**src/rtl/spi_slave_core.sv**
```systemverilog
// SPI target front end: oversampled 1/2/4-lane MOSI deserializer feeding a FWFT byte FIFO.
// Optional MISO transmit path is built when SPI_SLAVE_TX_EN is defined.
module spi_slave_core #(
  parameter int unsigned FIFO_DEPTH  = 8,
  parameter int unsigned SYNC_STAGES = 2
) (
  input  logic       clk,
  input  logic       rst_n,
  input  logic       sclk,
  input  logic       cs_n,
  input  logic [3:0] mosi,
  input  logic [1:0] lane_mode,
  output logic [7:0] rx_data,
  output logic       rx_valid,
  input  logic       rx_ready,
  output logic       rx_overflow,
  input  logic       ovf_clr,
  output logic       rx_frame_end,
  output logic       rx_partial,
  output logic [3:0] miso,
  output logic [3:0] miso_oe,
  input  logic [7:0] tx_data,
  input  logic       tx_valid,
  output logic       tx_ready
);

  localparam int unsigned AW = $clog2(FIFO_DEPTH);
  localparam logic [AW:0] DEPTH_C = (AW+1)'(FIFO_DEPTH);

  localparam logic [1:0] ST_IDLE   = 2'd0;
  localparam logic [1:0] ST_ACTIVE = 2'd1;
  localparam logic [1:0] ST_END    = 2'd2;

  function automatic logic [2:0] lanes_of(input logic [1:0] m);
    case (m)
      2'd1:    return 3'd2;
      2'd2:    return 3'd4;
      default: return 3'd1;
    endcase
  endfunction

  logic [SYNC_STAGES-1:0] sclk_sh;
  logic [SYNC_STAGES-1:0] cs_sh;
  logic [3:0]             mosi_sh [SYNC_STAGES];
  logic                   sclk_d;
  logic                   cs_d;

  // cs_n chain resets high so reset release never looks like a select edge
  always_ff @(posedge clk or negedge rst_n) begin
    if (!rst_n) begin
      sclk_sh <= '0;
      cs_sh   <= '1;
      for (int unsigned i = 0; i < SYNC_STAGES; i++) mosi_sh[i] <= '0;
      sclk_d  <= 1'b0;
      cs_d    <= 1'b1;
    end else begin
      sclk_sh    <= {sclk_sh[SYNC_STAGES-2:0], sclk};
      cs_sh      <= {cs_sh[SYNC_STAGES-2:0], cs_n};
      mosi_sh[0] <= mosi;
      for (int unsigned i = 1; i < SYNC_STAGES; i++) mosi_sh[i] <= mosi_sh[i-1];
      sclk_d     <= sclk_sh[SYNC_STAGES-1];
      cs_d       <= cs_sh[SYNC_STAGES-1];
    end
  end

  logic       sclk_s, cs_s;
  logic [3:0] mosi_s;
  logic       sclk_rise, cs_fall, cs_rise;

  assign sclk_s    = sclk_sh[SYNC_STAGES-1];
  assign cs_s      = cs_sh[SYNC_STAGES-1];
  assign mosi_s    = mosi_sh[SYNC_STAGES-1];
  assign sclk_rise = sclk_s & ~sclk_d;
  assign cs_fall   = ~cs_s & cs_d;
  assign cs_rise   = cs_s & ~cs_d;

  logic [1:0] state;
  logic [2:0] lanes;
  logic [2:0] bit_cnt;
  logic [7:0] shreg;
  logic       push_pend;
  logic [7:0] shreg_nxt;
  logic [2:0] bit_cnt_nxt;

  always_comb begin
    shreg_nxt   = shreg;
    bit_cnt_nxt = bit_cnt + lanes;
    for (int unsigned k = 0; k < 4; k++) begin
      if (k < 32'(lanes)) shreg_nxt[bit_cnt + 3'(k)] = mosi_s[k];
    end
  end

  // A sample on the same cycle as cs_n rise is taken before entering END
  always_ff @(posedge clk or negedge rst_n) begin
    if (!rst_n) begin
      state     <= ST_IDLE;
      lanes     <= 3'd1;
      bit_cnt   <= '0;
      shreg     <= '0;
      push_pend <= 1'b0;
    end else begin
      push_pend <= 1'b0;
      case (state)
        ST_IDLE: begin
          if (cs_fall) begin
            state   <= ST_ACTIVE;
            lanes   <= lanes_of(lane_mode);
            bit_cnt <= '0;
            shreg   <= '0;
          end
        end
        ST_ACTIVE: begin
          if (sclk_rise) begin
            shreg     <= shreg_nxt;
            bit_cnt   <= bit_cnt_nxt;
            push_pend <= (bit_cnt_nxt == 3'd0);
          end
          if (cs_rise) state <= ST_END;
        end
        ST_END:  state <= ST_IDLE;
        default: state <= ST_IDLE;
      endcase
    end
  end

  assign rx_frame_end = (state == ST_END);
  assign rx_partial   = (state == ST_END) && (bit_cnt != 3'd0);

  // Storage is the memory plus the rx_data output register; together they hold FIFO_DEPTH bytes
  logic [7:0]  mem [FIFO_DEPTH];
  logic [AW-1:0] wptr, rptr;
  logic [AW:0]   mem_cnt;
  logic [AW:0]   total;
  logic          full, pop, push_ok, load_out;

  assign total    = mem_cnt + (AW+1)'(rx_valid);
  assign full     = (total >= DEPTH_C);
  assign pop      = rx_valid & rx_ready;
  assign push_ok  = push_pend & (~full | pop);
  assign load_out = (mem_cnt != '0) & (~rx_valid | pop);

  always_ff @(posedge clk) begin
    if (push_ok) mem[wptr] <= shreg;
  end

  always_ff @(posedge clk or negedge rst_n) begin
    if (!rst_n) begin
      wptr        <= '0;
      rptr        <= '0;
      mem_cnt     <= '0;
      rx_data     <= '0;
      rx_valid    <= 1'b0;
      rx_overflow <= 1'b0;
    end else begin
      if (push_ok) wptr <= wptr + AW'(1);
      if (load_out) begin
        rx_data  <= mem[rptr];
        rptr     <= rptr + AW'(1);
        rx_valid <= 1'b1;
      end else if (pop) begin
        rx_valid <= 1'b0;
      end
      case ({push_ok, load_out})
        2'b10:   mem_cnt <= mem_cnt + (AW+1)'(1);
        2'b01:   mem_cnt <= mem_cnt - (AW+1)'(1);
        default: mem_cnt <= mem_cnt;
      endcase
      if (ovf_clr)
        rx_overflow <= 1'b0;
      else if (push_pend && !push_ok)
        rx_overflow <= 1'b1;
    end
  end

`ifdef SPI_SLAVE_TX_EN
  logic       sclk_fall;
  logic [7:0] txsh;
  logic [2:0] tx_cnt;
  logic       tx_load_start, tx_wrap;

  assign sclk_fall     = ~sclk_s & sclk_d;
  assign tx_load_start = (state == ST_IDLE) & cs_fall;
  assign tx_wrap       = (state == ST_ACTIVE) & sclk_fall & ((tx_cnt + lanes) == 3'd0);
  assign tx_ready      = (tx_load_start | tx_wrap) & tx_valid;

  always_ff @(posedge clk or negedge rst_n) begin
    if (!rst_n) begin
      txsh   <= '0;
      tx_cnt <= '0;
    end else if (tx_load_start) begin
      txsh   <= tx_valid ? tx_data : 8'h00;
      tx_cnt <= '0;
    end else if ((state == ST_ACTIVE) && sclk_fall) begin
      tx_cnt <= tx_cnt + lanes;
      if (tx_wrap)
        txsh <= tx_valid ? tx_data : 8'h00;
      else
        txsh <= txsh >> lanes;
    end
  end

  always_comb begin
    miso    = '0;
    miso_oe = '0;
    if (state == ST_ACTIVE) begin
      for (int unsigned k = 0; k < 4; k++) begin
        if (k < 32'(lanes)) begin
          miso[k]    = txsh[k];
          miso_oe[k] = 1'b1;
        end
      end
    end
  end
`else
  logic unused_tx;
  assign unused_tx = ^{tx_data, tx_valid};
  assign miso      = '0;
  assign miso_oe   = '0;
  assign tx_ready  = 1'b0;
`endif

endmodule

```
**config.mk**
```make
export PLATFORM = sky130hd
export DESIGN_NAME = spi_slave_core
export DESIGN_NICKNAME = d
export VERILOG_FILES = /design/src/rtl/spi_slave_core.sv
export SDC_FILE = /design/constraint.sdc
export NUM_CORES = 1
export LEC_CHECK = 0
export ABC_AREA = 1
export BUFFER_PORTS_ARGS = -buffer_cell sky130_fd_sc_hd__buf_4
export CORE_ASPECT_RATIO = 1.2
export CORE_MARGIN = 2
export CORE_UTILIZATION = 48
export DETAILED_ROUTE_END_ITERATION = 10
export GPL_TIMING_DRIVEN = 0
export PLACE_DENSITY_LB_ADDON = 0.1
export SYNTH_ARGS = -nofsm -noshare
export SYNTH_HDL_FRONTEND = slang
export SYNTH_SLANG_ARGS = --single-unit
```
**constraint.sdc**
```tcl
create_clock -name clk -period 2.4 [get_ports clk]
set_input_delay 0.24 -clock clk [delete_from_list [all_inputs] [get_ports clk]]
set_output_delay 0.24 -clock clk [all_outputs]
set_load 0.02 [all_outputs]
```
==> results of run 1 <==
## synth_stat cells
cell type / number / area, um2
nand2_1: 141 / 529
nor2_1: 85 / 319
edfxtp_1: 64 / 1920
o21ai_0: 57 / 285
inv_1: 48 / 180
dfrtp_1: 47 / 1180
nand3_1: 28 / 140
o211ai_1: 16 / 120
ha_1: 12 / 150
buf_4: 9 / 67.6
xor2_1: 8 / 70.1
buf_2: 7 / 35.0
clkbuf_1: 5 / 18.8
nand4_1: 5 / 31.3
a21oi_1: 4 / 20.0
and2_1: 4 / 25.0
dfstp_2: 4 / 105
inv_2: 4 / 15.0
nor3_1: 4 / 20.0
xnor2_1: 4 / 35.0
buf_6: 3 / 33.8
o22ai_1: 3 / 18.8
buf_1: 2 / 7.51
clkbuf_2: 2 / 10.0
nor3_2: 2 / 20.0
a21boi_0: 1 / 7.51
a21oi_2: 1 / 8.76
conb_1: 1 / 3.75
fa_1: 1 / 20.0
nand2_2: 1 / 6.26
nor2_2: 1 / 6.26
nor2_4: 1 / 11.3
or2_1: 1 / 6.26
or2_2: 1 / 6.26
## worst max path at each step
| stage | to | slack [ps] |
|---|---|---|
| after floorplan | mem_cnt[2]$_DFFE_PN0P_ | 340 |
| after global placement | mem[0][2]$_DFFE_PP_ | -70 |
| after detailed placement | mem[0][2]$_DFFE_PP_ | -50 |
| after CTS | mem[2][1]$_DFFE_PP_ | 20 |
| after global routing | mem[4][3]$_DFFE_PP_ | 5 |
| final | mem[4][1]$_DFFE_PP_ | 170 |
## worst min-delay path, stage by stage
cell     delay [ps]
buf_4            80
inv_1            30
nand2_1          60
nand2_1          50
## per-layer routing
layer | global-route usage [%] | share of wire (%) | wire (um) | vias to the layer above
met3 | 6.53 | 3.9 | 453 | 16
met1 | 24.1 | 41 | 4700 | 1879
met5 | 0 | 0 | 0 | -
met4 | 8.53 | 1.7 | 198 | 0
met2 | 36.7 | 53 | 6140 | 90
li1 | - | - | - | 2000
## what timing repair did
action / in CTS / in global routing
resized for setup: 2 / 4
buffers inserted: 0 / 0
hold buffers: 8 / 0
hold endpoints to repair: 54 / 0
setup endpoints to repair: 11 / 32
## report_power, final
part | switching [W] | total [W] | internal, W
logic | 0.00178 | 0.00278 | 0.00101
clock network | 0.000804 | 0.00242 | 0.00162
registers | 0.000372 | 0.00286 | 0.00249
## metrics by stage
stage / instances / power (W) / utilization, %
finish: 780 / 0.00807 / 58.7
global route: 780 / 0.00870 / 58.7
CTS: 780 / 0.00813 / 58.6
detailed placement: 740 / 0.00568 / 52.6
global placement: 740 / 0.00561 / 52.6
floorplan: 585 / 0.00482 / -
## sequential cells by signal, summed over array words and instances (netlist names), 3 cells and up
register	flops
mem_cnt	4
mem	64
rx_data	8
bit_cnt	3
mosi_s	4
mosi_sh	4
shreg	8
rptr	3
lanes	3
wptr	3
## kinds of logic after synthesis
kind of cell / count (synthesis)
adder cells (fa/ha/maj): 13
AO/OA/AOI/OAI: 82
XOR/XNOR: 12
other: 1
AND/OR/NAND/NOR: 274
buffers and inverters: 80
flip-flops: 115
## final cells by class
class / count / area [um2]
Inverter: 52 / 195
Sequential cell: 115 / 3200
Multi-Input combinational cell: 390 / 1910
Fill cell: 980 / 4560
Buffer: 28 / 173
Clock buffer: 28 / 538
Tap cell: 132 / 165
Timing Repair Buffer: 31 / 253
Clock inverter: 4 / 45.0
==> out/qor.csv, run 1 <==
metric;value;unit
status;finished clean;
gp_congestion;0.899;
firstDrtPassIters;4;
critPathLaunch;mem_cnt[0]$_DFFE_PN0P_;
rsz0062_at_grt;no;
n_antenna_cell;0;
stdcell_area;6480;um2
synth-compound-area-share;8.48;%
die-area;12200;um2
place_ws;-47.1;ps
p_leak;2.87;nW
hold_class;in2reg;
reg2reg_slack;170;ps
portBuffers;23;
fmax;449;MHz
hold_depth;4;
antenna_left;0;
grt_pass1_wl;19100;um
ctsHtreeMaxLevel;4;
slowest_stage;nor2_1;
crit_fanout;8;
mostFrequentLayoutCells;nand2_1, nor2_1, edfxtp_1;
ys_seq_area_share;59.0;%
dpl.hpwl;8030;um
finalCritPeriodShare;92.8;%
slew_headroom;57.3;%
tns;0;ps
synth-simple-area-share;20.6;%
initial_core_util;49.2;%
core-area;11000;um2
vias_per_cell;5.11;
required;2430;ps
powerDensity;1250;nW/um2
hold_viol;0;
pin_count;42;
place_area;5800;um2
finalWirelength;11500;um
holdWs;102;ps
path_delay_family;simple AND/OR/NAND/NOR gates;
synthXorXnorAreaFrac;1.94;%
syn_inst;577;
path_cells;ha_1 > nand3_1 > nand2_1 > nand3_1 > nand2_1 > or2_1 > nor2_1;
avgSynthCellArea;9.41;um2
die_w;101;um
synthToLayoutAreaGrowth;19.3;%
numCtsBuffers;17;
wl_per_cell;14.7;um
tightest_slew;640;ps
cts-root-buf;clkbuf_16;
ys_warn_count;0;
critPathLaunchType;flip-flop;
clk_path_buf_depth;2;
track_usage;21.2;%
timing.max_cap.violations;0;
end_kind;flip-flop;
synthAdderAreaFrac;3.13;%
critPathBufInv;0;
max_stage_delay;520;ps
ys_ff_latch;115;
nets;669;
num_vias;3985;
die_h;121;um
slew_violations;0;
r2r_start;mem_cnt[0]$_DFFE_PN0P_;
vdd_drop_max;0.630;mV
worstRegToRegCells;7;
hold_end;rx_valid$_DFFE_PN0P_;
cts_tree;done;
crit_arrival;2260;ps
setup_violations;0;
final.min_clock_period;2230;ps
clk_pin_slew;50;ps
synth_mux_area_share;0;%
layout-drive-gt1-share;14.2;%
num_rows;42;
grt_start_max_net_pins;52;
drt_iter0_drc;165;
grt.overflow.total;0;
route.detailed.drc;0;
grt_antenna_before_repair;0;
fin_skew;10.1;ps
fin_ws;174;ps
clock-sinks;115;
path_class;reg2reg;
hold_start;rx_ready;
final_common_cell;nand2_1;
grt_pass1_vias;3900;
worstSkewPairLatency;400;ps
critical_path_depth;7;
crit-reg2reg-capture;mem[4][1]$_DFFE_PP_;
synth_top_family_by_area;simple AND/OR/NAND/NOR gates;
syn_area;5430;um2
synth_cell_types;34;
No activity file was read; power rests on OpenSTA's default activity.
==> run 2: changes to the inputs <==
- PLACE_DENSITY: not set -> 0.66
- PLACE_DENSITY_LB_ADDON: 0.1 -> not set
- SKIP_LAST_GASP: not set -> 1
==> run 2 against run 1 <==
Net effect: first-iteration DRC count up 18%; via count up 1.5%; clock-buffer cell count down 5; non-clock buffer count unchanged; cell area about the same; wire length down 2.4%; die area unchanged; largest power group unchanged; fmax down 1.2%; setup slack worse by 26 ps.
==> out/qor.csv, run 2 (same netlist as run 1, synthesis figures left out) <==
metric;value;unit
crit_arrival;2290;ps
cts_tree;done;
critPathLaunchType;flip-flop;
path_delay_family;simple AND/OR/NAND/NOR gates;
vdd_drop_max;0.616;mV
ctsHtreeMaxLevel;4;
critPathBufInv;0;
route.detailed.drc;0;
num_vias;4045;
die-area;12200;um2
worstRegToRegCells;7;
largestRegisters;mem (64), rx_data (8), shreg (8);
largest_reg_flops;64;
crit_fanout;8;
wl_per_cell;14.4;um
grt_antenna_before_repair;0;
firstDrtPassIters;5;
hold_viol;0;
grt_pass1_wl;18900;um
r2r_start;mem_cnt[0]$_DFFE_PN0P_;
antenna_left;0;
core-area;11000;um2
track_usage;20.4;%
grt_pass1_vias;3971;
end_kind;flip-flop;
timing.max_cap.violations;0;
final.min_clock_period;2250;ps
cts-root-buf;clkbuf_16;
holdWs;103;ps
place_area;5800;um2
gp_congestion;0.940;
slowest_stage;nor2_1;
setup_violations;0;
nets;669;
crit-reg2reg-capture;mem[4][4]$_DFFE_PP_;
worstSkewPairLatency;410;ps
stdcell_area;6480;um2
path_class;reg2reg;
clk_path_buf_depth;2;
mostFrequentLayoutCells;nand2_1, nor2_1, edfxtp_1;
clk_pin_slew;50;ps
grt.overflow.total;0;
drt_iter0_drc;194;
clock-sinks;115;
synthToLayoutAreaGrowth;19.3;%
slew_headroom;56.4;%
portBuffers;23;
layout-drive-gt1-share;14.7;%
powerDensity;1250;nW/um2
vias_per_cell;5.19;
required;2440;ps
largest_register;mem;
rsz0062_at_grt;yes;
fin_skew;7.21;ps
slew_violations;0;
hold_class;in2reg;
dpl.hpwl;7680;um
num_rows;42;
reg2reg_slack;150;ps
max_stage_delay;540;ps
fmax;444;MHz
p_leak;2.87;nW
grt_start_max_net_pins;52;
finalCritPeriodShare;93.8;%
die_w;101;um
initial_core_util;49.2;%
tightest_slew;652;ps
cp-endpoint;mem[4][4]$_DFFE_PP_;
pin_count;42;
die_h;121;um
critPathLaunch;mem_cnt[0]$_DFFE_PN0P_;
path_cells;ha_1 > nand3_1 > nand2_1 > nand3_1 > nand2_1 > or2_1 > nor2_1;
n_antenna_cell;0;
fin_util;58.7;%
status;finished clean;
final_common_cell;nand2_1;
finalWirelength;11200;um
numCtsBuffers;17;
critical_path_depth;7;
[run 2: cell types whose count changed in the layout (fill, tap and decap cells not counted), sizes merged]
cell / change
clkinvlp: +1
inv: +1
clkinv: +3
clkbuf: -5
[run 2: area by class of cell]
| cell class | count | area (um2) |
|---|---|---|
| Fill cell | 967 | 4560 |
| Sequential cell | 115 | 3200 |
| Multi-Input combinational cell | 390 | 1910 |
| Clock buffer | 23 | 510 |
| Timing Repair Buffer | 31 | 253 |
| Inverter | 52 | 195 |
| Buffer | 28 | 173 |
| Tap cell | 132 | 165 |
| Clock inverter | 9 | 73.8 |
[run 2: metrics by stage]
| stage | worst slack (ps) | instances | TNS, ps | power (W) |
|---|---|---|---|---|
| after floorplan | 339 | 585 | 0 | 0.00482 |
| after global placement | 51.4 | 740 | 0 | 0.00558 |
| after detailed placement | 7.14 | 740 | 0 | 0.00566 |
| after CTS | 2.05 | 780 | 0 | 0.00812 |
| after global routing | -28.0 | 780 | -32.8 | 0.00867 |
| final | 148 | 780 | 0 | 0.00810 |
[run 2: worst register-to-register path, cell delays in order (launching register included)]
cell and delay (ps):
dfrtp_1 430, ha_1 230, nand3_1 90, nand2_1 70, nand3_1 80, nand2_1 130, or2_1 330, nor2_1 540
[run 2: per-layer routing]
metal	part of all wire [%]	up-vias	track usage [%]
met1	41	1888	24.3
met3	4.8	29	5.20
met4	3.1	0	9.63
li1	-	2009	-
met5	0	-	0
met2	51	119	34.4
[run 2: repair_timing]
| item | 4_1_cts | 5_1_grt |
|---|---|---|
| resized for setup | 1 | 5 |
| hold buffers | 8 | 0 |
| setup buffers | 0 | 0 |
| endpoints found under the hold margin | 54 | 0 |
| endpoints found under the setup margin | 8 | 41 |
[run 2: where the power goes]
group | leakage, nW | switching [W] | internal, W
registers | 1.22 | 0.000362 | 0.00249
logic | 1.36 | 0.00181 | 0.00101
clock network | 0.293 | 0.000846 | 0.00159
[run 2: worst min path at each step]
stage                     slack, ps                     end      from  depth (start not counted)
after floorplan                 -60  bit_cnt[0]$_DFFE_PN0P_     rst_n                          0
after global placement          300    rx_valid$_DFFE_PN0P_     rst_n                          1
after detailed placement        310    rx_valid$_DFFE_PN0P_     rst_n                          1
after CTS                       100    rx_valid$_DFFE_PN0P_  rx_ready                          4
after global routing            120    rx_valid$_DFFE_PN0P_  rx_ready                          4
final                           100    rx_valid$_DFFE_PN0P_  rx_ready                          4
==> run 3: changes to the inputs <==
--- a/config.mk
+++ b/config.mk
@@ -16,2 +16,3 @@
 export SKIP_LAST_GASP = 1
+export SLEW_MARGIN = 20
 export SYNTH_ARGS = -nofsm -noshare
==> constraint.sdc (replaced) <==
create_clock -name clk -period 2.4 [get_ports clk]
set_input_delay 0 -clock clk [delete_from_list [all_inputs] [get_ports clk]]
set_output_delay 0 -clock clk [all_outputs]
set_load 0.02 [all_outputs]
==> run 3 against run 2 <==
Net effect: via count rose by 0.22%; largest power group unchanged; clock power barely moved; flip-flop and latch count did not move; sequential share of layout area fell by 0.30 points; largest cell class unchanged; clock-buffer cell count did not move; highest routed layer unchanged; power barely moved; wire length fell by 0.17%; combinational power barely moved; first-iteration DRC count fell by 1.0%; non-clock buffer count rose by 4; cell area rose by 0.62%.
==> out/qor.csv, run 3 (same netlist as run 1, synthesis figures left out) <==
metric;value;unit
status;finished clean;
die_h;121;um
clk_pin_slew;50;ps
vdd_drop_max;0.617;mV
vias_per_cell;5.17;
tightest_slew;653;ps
initial_core_util;49.2;%
synthToLayoutAreaGrowth;20.0;%
timing.max_cap.violations;0;
p_leak;2.89;nW
p_total;0.00810;W
rsz0062_at_grt;yes;
r2r_start;mem_cnt[0]$_DFFE_PN0P_;
largest_register;mem;
largest_reg_flops;64;
critPathLaunchType;flip-flop;
track_usage;20.5;%
core-area;11000;um2
layout-drive-gt1-share;14.6;%
num_rows;42;
final_common_cell;nand2_1;
cts-root-buf;clkbuf_16;
ctsHtreeMaxLevel;4;
slew_violations;0;
hold_viol;0;
clk_path_buf_depth;2;
end_kind;flip-flop;
path_class;reg2reg;
mostFrequentLayoutCells;nand2_1, nor2_1, edfxtp_1;
num_vias;4054;
crit-reg2reg-capture;mem[4][2]$_DFFE_PP_;
n_antenna_cell;0;
grt_start_max_net_pins;52;
hold_class;in2async;
numCtsBuffers;17;
cp-endpoint;mem[4][2]$_DFFE_PP_;
fillers;962;
die-area;12200;um2
slew_headroom;56.3;%
final.min_clock_period;2260;ps
tns;0;ps
place_area;5800;um2
nets;673;
die_w;101;um
stdcell_area;6520;um2
fin_skew;6.65;ps
setup_violations;0;
clock-sinks;115;
wl_per_cell;14.3;um
finalCritPeriodShare;94.1;%
critPathLaunch;mem_cnt[0]$_DFFE_PN0P_;
crit_arrival;2290;ps
cts_tree;done;
powerDensity;1240;nW/um2
crit_fanout;8;
portBuffers;23;
drt_iter0_drc;192;
grt_pass1_vias;3982;
cts_setup_buffers;0;
fin_util;59.1;%
gp_congestion;0.940;
route.detailed.drc;0;
multi_input_area;1910;um2
fmax;443;MHz
finalWirelength;11200;um
firstDrtPassIters;5;
worstRegToRegCells;7;
grt.overflow.total;0;
regArea;3200;um2
grt_pass1_wl;18900;um
pin_count;42;
dpl.hpwl;7680;um
required;2430;ps
grt_antenna_before_repair;0;
antenna_left;0;
largestRegisters;mem (64), rx_data (8), shreg (8);
reg2reg_slack;140;ps
worstSkewPairLatency;410;ps
==> run 3: changes by cell type in the layout (fill, tap and decap cells not counted), sizes merged <==
cell         delta
dlygate4sd3     +4
==> run 3: worst max-delay path: stages (launching register included) <==
cell and delay, ps:
dfrtp_1 430, ha_1 230, nand3_1 90, nand2_1 70, nand3_1 80, nand2_1 130
or2_1 330, nor2_1 540
==> run 3: layout make-up <==
cell class	instances	area share, %
buffer	28	2.65
clock buffer	23	7.83
clock inverter	9	1.13
inverter	52	2.99
multi-input combinational	390	29.2
sequential	115	49.1
tap	132	2.53
timing repair buffer	35	4.49
==> run 3: where the power goes <==
part | switching [W] | total, W | internal (W)
clock network | 0.000840 | 0.00243 | 0.00159
registers | 0.000362 | 0.00285 | 0.00249
logic | 0.00180 | 0.00281 | 0.00101
total | 0.00301 | 0.00810 | 0.00509
==> run 3: timing repair <==
| item | 4_1_cts | 5_1_grt |
|---|---|---|
| hold endpoints to repair | 58 | 0 |
| resized for setup | 1 | 5 |
| setup endpoints to repair | 8 | 41 |
| cloned | 0 | 0 |
| hold buffers | 12 | 0 |
==> run 3: metal layers <==
layer / vias to the layer above / routed length (um) / global-route usage (%)
li1: 2018 / - / -
met4: 0 / 328 / 9.63
met3: 24 / 509 / 5.20
met1: 1899 / 4590 / 24.3
met5: - / 0 / 0
met2: 113 / 5770 / 34.5
==> run 3: per-stage QoR <==
stage / worst slack (ps) / cells / hold WS [ps]
after global routing: -28.0 / 784 / 223
after detailed placement: 7.14 / 740 / 67.7
final: 141 / 784 / 161
after global placement: 51.4 / 740 / 60.1
after CTS: 2.05 / 784 / 178
after floorplan: 339 / 585 / -296
==> run 3: how the worst min path moves through the flow <==
stage	startpoint	end	slack, ps	cells past startpoint
floorplan	rst_n	bit_cnt[0]$_DFFE_PN0P_	-300	0
global placement	rst_n	rx_valid$_DFFE_PN0P_	60	1
detailed placement	rst_n	rx_valid$_DFFE_PN0P_	70	1
CTS	rst_n	rx_data[7]$_DFFE_PN0P_	180	2
global route	rst_n	rptr[1]$_DFFE_PN0P_	220	2
finish	rst_n	mem_cnt[0]$_DFFE_PN0P_	160	2
